<file path="src/rtl/time_display_scanner_if.sv">
// Time-word and display-pin bundle for time_display_scanner.
// The Brightness signal exists only when DISPLAY_DIM_EN is defined.
interface time_display_scanner_if;
  logic [11:0] PresentTime;
  logic        Active;
`ifdef DISPLAY_DIM_EN
  logic [1:0]  Brightness;
`endif
  logic [6:0]  Segments;
  logic [2:0]  DigitSel;
  logic        Colon;
  logic        Expired;

`ifdef DISPLAY_DIM_EN
  modport master (output PresentTime, Active, Brightness,
                  input  Segments, DigitSel, Colon, Expired);
  modport slave  (input  PresentTime, Active, Brightness,
                  output Segments, DigitSel, Colon, Expired);
`else
  modport master (output PresentTime, Active,
                  input  Segments, DigitSel, Colon, Expired);
  modport slave  (input  PresentTime, Active,
                  output Segments, DigitSel, Colon, Expired);
`endif
endinterface

</file>
<file path="src/rtl/time_display_scanner.sv">
// Multiplexed 3-digit 7-segment scanner with frame shadowing, blanking and expiry blink.
// Optional macro DISPLAY_DIM_EN adds Brightness-controlled per-slot duty dimming.
module time_display_scanner #(
  parameter int unsigned REFRESH_DIV  = 1000,
  parameter int unsigned BLINK_FRAMES = 50
) (
  input  logic                  Clk,
  input  logic                  Reset,
  time_display_scanner_if.slave bus
);
  localparam int unsigned PW = (REFRESH_DIV > 1) ? $clog2(REFRESH_DIV) : 1;
  localparam int unsigned BW = (BLINK_FRAMES > 1) ? $clog2(BLINK_FRAMES) : 1;

  typedef enum logic [1:0] {
    SLOT_ONES = 2'd0,
    SLOT_TENS = 2'd1,
    SLOT_MIN  = 2'd2
  } slot_e;

  slot_e         state_q, state_d;
  logic [PW-1:0] prescaler_q, prescaler_d;
  logic [11:0]   shadow_q, shadow_d;
  logic [BW-1:0] frame_cnt_q, frame_cnt_d;
  logic          phase_q, phase_d;
  logic          expired_q, expired_d;
  logic [6:0]    segments_q, segments_d;
  logic [2:0]    digit_sel_q, digit_sel_d;
  logic          colon_q, colon_d;
  logic          tick, frame_start, blank_off;
  logic [3:0]    digit;
`ifdef DISPLAY_DIM_EN
  logic [1:0]    bright_q, bright_d;
  logic [31:0]   dim_lim;
`endif

  function automatic logic [6:0] seg_decode(input logic [3:0] d);
    case (d)
      4'd0:    seg_decode = 7'h3F;
      4'd1:    seg_decode = 7'h06;
      4'd2:    seg_decode = 7'h5B;
      4'd3:    seg_decode = 7'h4F;
      4'd4:    seg_decode = 7'h66;
      4'd5:    seg_decode = 7'h6D;
      4'd6:    seg_decode = 7'h7D;
      4'd7:    seg_decode = 7'h07;
      4'd8:    seg_decode = 7'h7F;
      4'd9:    seg_decode = 7'h6F;
      default: seg_decode = 7'h40;
    endcase
  endfunction

  assign tick        = (prescaler_q == PW'(REFRESH_DIV - 1));
  assign frame_start = tick && (state_q == SLOT_MIN);

  // State and datapath registers
  always_ff @(posedge Clk or posedge Reset) begin
    if (Reset) begin
      state_q     <= SLOT_ONES;
      prescaler_q <= '0;
      shadow_q    <= '0;
      frame_cnt_q <= '0;
      phase_q     <= 1'b0;
      expired_q   <= 1'b0;
      segments_q  <= '0;
      digit_sel_q <= 3'b001;
      colon_q     <= 1'b0;
`ifdef DISPLAY_DIM_EN
      bright_q    <= 2'd3;
`endif
    end else begin
      state_q     <= state_d;
      prescaler_q <= prescaler_d;
      shadow_q    <= shadow_d;
      frame_cnt_q <= frame_cnt_d;
      phase_q     <= phase_d;
      expired_q   <= expired_d;
      segments_q  <= segments_d;
      digit_sel_q <= digit_sel_d;
      colon_q     <= colon_d;
`ifdef DISPLAY_DIM_EN
      bright_q    <= bright_d;
`endif
    end
  end

  // Next state: scan slot, prescaler, and frame-start capture/expiry/blink
  always_comb begin
    state_d     = state_q;
    prescaler_d = tick ? '0 : prescaler_q + PW'(1);
    shadow_d    = shadow_q;
    expired_d   = expired_q;
    frame_cnt_d = frame_cnt_q;
    phase_d     = phase_q;
`ifdef DISPLAY_DIM_EN
    bright_d    = bright_q;
`endif
    if (tick) begin
      case (state_q)
        SLOT_ONES: state_d = SLOT_TENS;
        SLOT_TENS: state_d = SLOT_MIN;
        default:   state_d = SLOT_ONES;
      endcase
    end
    if (frame_start) begin
      shadow_d = bus.PresentTime;
`ifdef DISPLAY_DIM_EN
      bright_d = bus.Brightness;
`endif
      if (bus.Active && (bus.PresentTime == 12'h000) && (shadow_q != 12'h000)) begin
        expired_d = 1'b1;
      end else if ((bus.PresentTime != 12'h000) || !bus.Active) begin
        expired_d = 1'b0;
      end
      if (expired_d && !expired_q) begin
        frame_cnt_d = '0;
        phase_d     = 1'b0;
      end else if (expired_q) begin
        if (frame_cnt_q == BW'(BLINK_FRAMES - 1)) begin
          frame_cnt_d = '0;
          phase_d     = ~phase_q;
        end else begin
          frame_cnt_d = frame_cnt_q + BW'(1);
        end
      end
    end
  end

`ifdef DISPLAY_DIM_EN
  assign dim_lim = ((32'(bright_q) + 32'd1) * 32'(REFRESH_DIV)) / 32'd4;
`endif

  // Display outputs from the current slot and shadow
  always_comb begin
    digit       = shadow_q[3:0];
    digit_sel_d = 3'b001;
    case (state_q)
      SLOT_TENS: begin digit = shadow_q[7:4];  digit_sel_d = 3'b010; end
      SLOT_MIN:  begin digit = shadow_q[11:8]; digit_sel_d = 3'b100; end
      default:   begin digit = shadow_q[3:0];  digit_sel_d = 3'b001; end
    endcase
    blank_off  = expired_q && phase_q;
    segments_d = seg_decode(digit);
    if ((state_q == SLOT_MIN) && (digit == 4'd0)) segments_d = '0;
    if (blank_off) segments_d = '0;
`ifdef DISPLAY_DIM_EN
    if (32'(prescaler_q) >= dim_lim) segments_d = '0;
`endif
    colon_d = bus.Active && !blank_off;
  end

  assign bus.Segments = segments_q;
  assign bus.DigitSel = digit_sel_q;
  assign bus.Colon    = colon_q;
  assign bus.Expired  = expired_q;
endmodule

</file>
<file path="src/flat_wrapper.sv">
// flat-port wrapper written by rule: the top's interface ports become plain ports
module time_display_scanner_flat 
#(
  parameter int unsigned REFRESH_DIV  = 1000,
  parameter int unsigned BLINK_FRAMES = 50
)
  (Clk, Reset, bus_PresentTime, bus_Active, bus_Segments, bus_DigitSel, bus_Colon, bus_Expired);
  time_display_scanner_if bus_i ();
  input  logic Clk;
  input  logic Reset;
  input wire logic [$bits(bus_i.PresentTime)-1:0] bus_PresentTime;
  input wire logic [$bits(bus_i.Active)-1:0] bus_Active;
  output wire logic [$bits(bus_i.Segments)-1:0] bus_Segments;
  output wire logic [$bits(bus_i.DigitSel)-1:0] bus_DigitSel;
  output wire logic [$bits(bus_i.Colon)-1:0] bus_Colon;
  output wire logic [$bits(bus_i.Expired)-1:0] bus_Expired;
  assign bus_i.PresentTime = bus_PresentTime;
  assign bus_i.Active = bus_Active;
  assign bus_Segments = bus_i.Segments;
  assign bus_DigitSel = bus_i.DigitSel;
  assign bus_Colon = bus_i.Colon;
  assign bus_Expired = bus_i.Expired;
  time_display_scanner #(.REFRESH_DIV(REFRESH_DIV), .BLINK_FRAMES(BLINK_FRAMES)) u_core (.Clk(Clk), .Reset(Reset), .bus(bus_i));
endmodule
</file>
<file path="config.mk">
export PLATFORM = sky130hd
export DESIGN_NAME = time_display_scanner_flat
export DESIGN_NICKNAME = d
export VERILOG_FILES = /design/src/rtl/time_display_scanner_if.sv /design/src/rtl/time_display_scanner.sv /design/src/flat_wrapper.sv
export SDC_FILE = /design/constraint.sdc
export NUM_CORES = 1
export LEC_CHECK = 0
export ABC_AREA = 1
export CAP_MARGIN = 40
export CORE_ASPECT_RATIO = 1.2
export CORE_MARGIN = 8
export CORE_UTILIZATION = 56
export DETAILED_ROUTE_END_ITERATION = 8
export DONT_BUFFER_PORTS = 1
export MAX_ROUTING_LAYER = met4
export PLACE_DENSITY = 0.82
export RECOVER_POWER = 25
export SYNTH_ARGS = -nofsm -noshare
export SYNTH_HDL_FRONTEND = slang
export SYNTH_SLANG_ARGS = --single-unit
</file>
<file path="constraint.sdc">
create_clock -name Clk -period 3.3 [get_ports Clk]
set_clock_uncertainty 0.15 [all_clocks]
set_input_delay 0.99 -clock Clk [delete_from_list [all_inputs] [get_ports Clk]]
set_output_delay 0.99 -clock Clk [all_outputs]
set_load 0.02 [all_outputs]
</file>
==> flow_metrics.env <==
export IMPL_diodes=0
export IMPL_slew_violations=0
export IMPL_synthToLayoutAreaGrowth_pct=6.17
export IMPL_rows=25
export IMPL_peakVddDrop_uv=179
export IMPL_synth_cell_type_count=24
export IMPL_grt_start_max_net_pins=30
export IMPL_fin_nets=330
export IMPL_path_max_fanout=5
export IMPL_synth_common_cells="nand2_1, inv_1, dfrtp_1, nor2_1, o21ai_0"
export IMPL_ios=27
export IMPL_dpl_cell_area_mm2=0.00240
export IMPL_synthSimpleGateAreaFrac=0.275
export IMPL_setup_tns_ns=0
export IMPL_track_usage=0.154
export IMPL_start_util=0.587
export IMPL_synth_area_top_cells="dfrtp_1, nand2_1, inv_1, ha_1, nor2_1"
export IMPL_power_mw=0.856
export IMPL_cts_resized=0
export IMPL_dieArea_mm2=0.00645
export IMPL_whs_path_depth=1
export IMPL_place_congestion=0.889
export IMPL_overflow=0
export IMPL_status="finished clean"
export IMPL_synth_area_per_cell_um2=7.84
export IMPL_netlist_instances=295
export IMPL_synthAdderAreaFrac=0.0703
export IMPL_antenna_found_initial=0
export IMPL_synth_most_common_cell="nand2_1"
export IMPL_grt_pass1_vias=1740
export IMPL_netlist_area_mm2=0.00231
export IMPL_synthMuxAreaShare=0
export IMPL_p_per_area_mw_per_mm2=349
export IMPL_hpwl_um=3290
export IMPL_cts_inserted_buffers=5
export IMPL_core_area_mm2=0.00394
export IMPL_syn_num_nets=323
export IMPL_tritoncts="yes"
export IMPL_yosys_register_bits=43
export IMPL_ctsHoldBuffers=0
export IMPL_cp_start_kind="flip-flop"
export IMPL_ff2ff_setup_slack_ns=0.95
export IMPL_reg2regPathDepth=9
export IMPL_layout_worst_path_cycle_share=0.711
export IMPL_cts_setup_buffers=0
export IMPL_cts_clk_slew_worst_paths_ns=0.08
export IMPL_insertion_delay_ns=0.29
export IMPL_viasPerCell=4.90
export IMPL_crit_path_end_kind="flip-flop"
export IMPL_worstReg2RegStart="u_core.state_q[0]$_DFFE_PP0N_"
export IMPL_maxCapViolations=0
export IMPL_portBuffers=0
export IMPL_drtAntennaViolNets=0
export IMPL_fmax_mhz=426
export IMPL_hold_viol_final=0
export IMPL_timing_final_crit_period_ns=2.35
export IMPL_yosysSeqAreaShare=0.466
export IMPL_place_inst=349
export IMPL_hold_start="u_core.phase_q$_DFFE_PP0P_"
export IMPL_finalSetupViolCount=0
export IMPL_rsz0062_at_grt="no"
export IMPL_async_reset_ff_frac=1.00
export IMPL_slew_headroom=0.438
export IMPL_totalWireLength_um=4250
export IMPL_required_ns=3.37
export IMPL_routedWlPerCell_um=11.9
export IMPL_die_height_um=86.4
export IMPL_grt_pass1_wl_um=7450
export IMPL_tightestPinTransition_ns=0.843
export IMPL_crit_type="flip-flop to flip-flop"
export IMPL_synth_top_family_by_area="simple AND/OR/NAND/NOR gates"
export IMPL_clockBufferDepth=2
export IMPL_p_leak_nw=1.25
export IMPL_synth_edff_count=0
export IMPL_drtIter0Drc=99
export IMPL_drive_gt1_frac=0.0660
export IMPL_synthFlopType="dfrtp_1"
export IMPL_hold_path_class="flip-flop to flip-flop"
export IMPL_first_pass_iters=4
export IMPL_setup_ws_ns=0.952
export IMPL_drc=0
export IMPL_arrival_ns=2.42
export IMPL_dp_slack_ns=1.00
export IMPL_die_w_um=74.7
export IMPL_cts_root_buffer="clkbuf_8"
export IMPL_synth_top_cell_by_area="dfrtp_1"
export IMPL_final_cell_area_mm2=0.00245
export IMPL_min_to="u_core.bus.Colon$_DFF_PP0_"
export IMPL_regToRegEndpoint="u_core.bus.Segments[3]$_DFF_PP0_"
export IMPL_cts_htree_levels=2
export IMPL_clock_sinks=43
export IMPL_yosys_warnings=0
export IMPL_stdcell_count=357
export IMPL_synth_compound_area_frac=0.0698
export IMPL_via_count=1750
export IMPL_synth_top_area_share=0.455
export IMPL_synth_xor_area_frac=0.0227
==> flip-flops by register name (all words and copies together) (netlist names) <==
register	count
u_core.state_q	2
u_core.bus.Colon	1
u_core.shadow_q	12
u_core.bus.DigitSel	3
u_core.bus.Expired	1
u_core.phase_q	1
u_core.bus.Segments	7
u_core.frame_cnt_q	6
u_core.prescaler_q	10
==> how the worst max path moves through the flow <==
stage                                  start                                to  slack [ns]
6_report       u_core.state_q[0]$_DFFE_PP0N_  u_core.bus.Segments[3]$_DFF_PP0_        0.95
4_1_cts        u_core.state_q[0]$_DFFE_PP0N_  u_core.bus.Segments[3]$_DFF_PP0_        0.93
3_3_place_gp   u_core.state_q[1]$_DFFE_PP0N_  u_core.bus.Segments[5]$_DFF_PP0_        1.06
5_1_grt        u_core.state_q[1]$_DFFE_PP0N_  u_core.bus.Segments[6]$_DFF_PP0_        0.58
3_5_place_dp   u_core.state_q[0]$_DFFE_PP0N_  u_core.bus.Segments[3]$_DFF_PP0_         1.0
2_1_floorplan                          Reset        u_core.bus.Colon$_DFF_PP0_        1.16
==> power breakdown <==
part	internal [mW]	total [mW]	leakage [nW]	switching, mW
registers	0.527	0.528	0.487	0.00106
logic	0.00381	0.0168	0.723	0.0130
clock network	0.150	0.311	0.0395	0.161
total	0.681	0.856	1.25	0.175
==> layer usage <==
layer / share of wire / wire [µm] / vias up / global-route usage
met1: 0.44 / 1890 / 790 / 0.178
li1: - / - / 918 / -
met5: 0 / 0 / - / -
met2: 0.49 / 2090 / 36 / 0.241
met4: 0.015 / 62 / 0 / 0.0607
met3: 0.049 / 209 / 6 / 0.0462
==> worst max-delay path, cell delays in order, from the launching register on <==
cell and delay [ns]:
dfrtp_1 0.38, inv_1 0.09, ha_1 0.35, inv_1 0.11, o21ai_0 0.43, inv_1 0.15, ha_1 0.22, o21ai_0 0.23
nor2_1 0.06, nor2_1 0.10
==> cell usage in the layout, fill, tap and decap left out <==
cell	n
a31oi_1	1
nor2_1	34
nor3_1	4
or2_2	3
clkbuf_1	4
clkinv_1	1
nand4_1	5
nor2_4	1
nor2_2	2
nand3_4	1
dfrtp_1	42
dfstp_2	1
nand3_2	1
clkbuf_8	5
a21oi_1	6
nand3_1	16
nand2_1	74
ha_1	13
inv_1	52
xnor2_1	2
nand2_2	3
o21ai_0	25
buf_4	2
xor2_1	4
nor3_2	1
==> cell families (layout without fill, tap and decap cells) <==
kind of cell               Yosys count  in the layout
AOI/OAI and AO/OA                   32             32
xor gates and xnor gates             6              6
adders and majority gates           13             13
buffers and inverters               56             64
DFF                                 43             43
and+or+nand+nor                    145            145
==> cell type report <==
class	count	area, µm²
clock buffers	8	80.1
fillers	376	1490
inverters	53	199
multi-input cells	196	1010
flip-flops and latches	43	1080
well taps	54	67.6
repair buffers	3	18.8
==> stage by stage <==
step,hold WS (ns),util
floorplan,0.313,-
global route,0.404,0.623
CTS,0.381,0.629
finish,0.371,0.623
global placement,0.366,0.602
detailed placement,0.369,0.609
(Power assumes the default switching activity.)
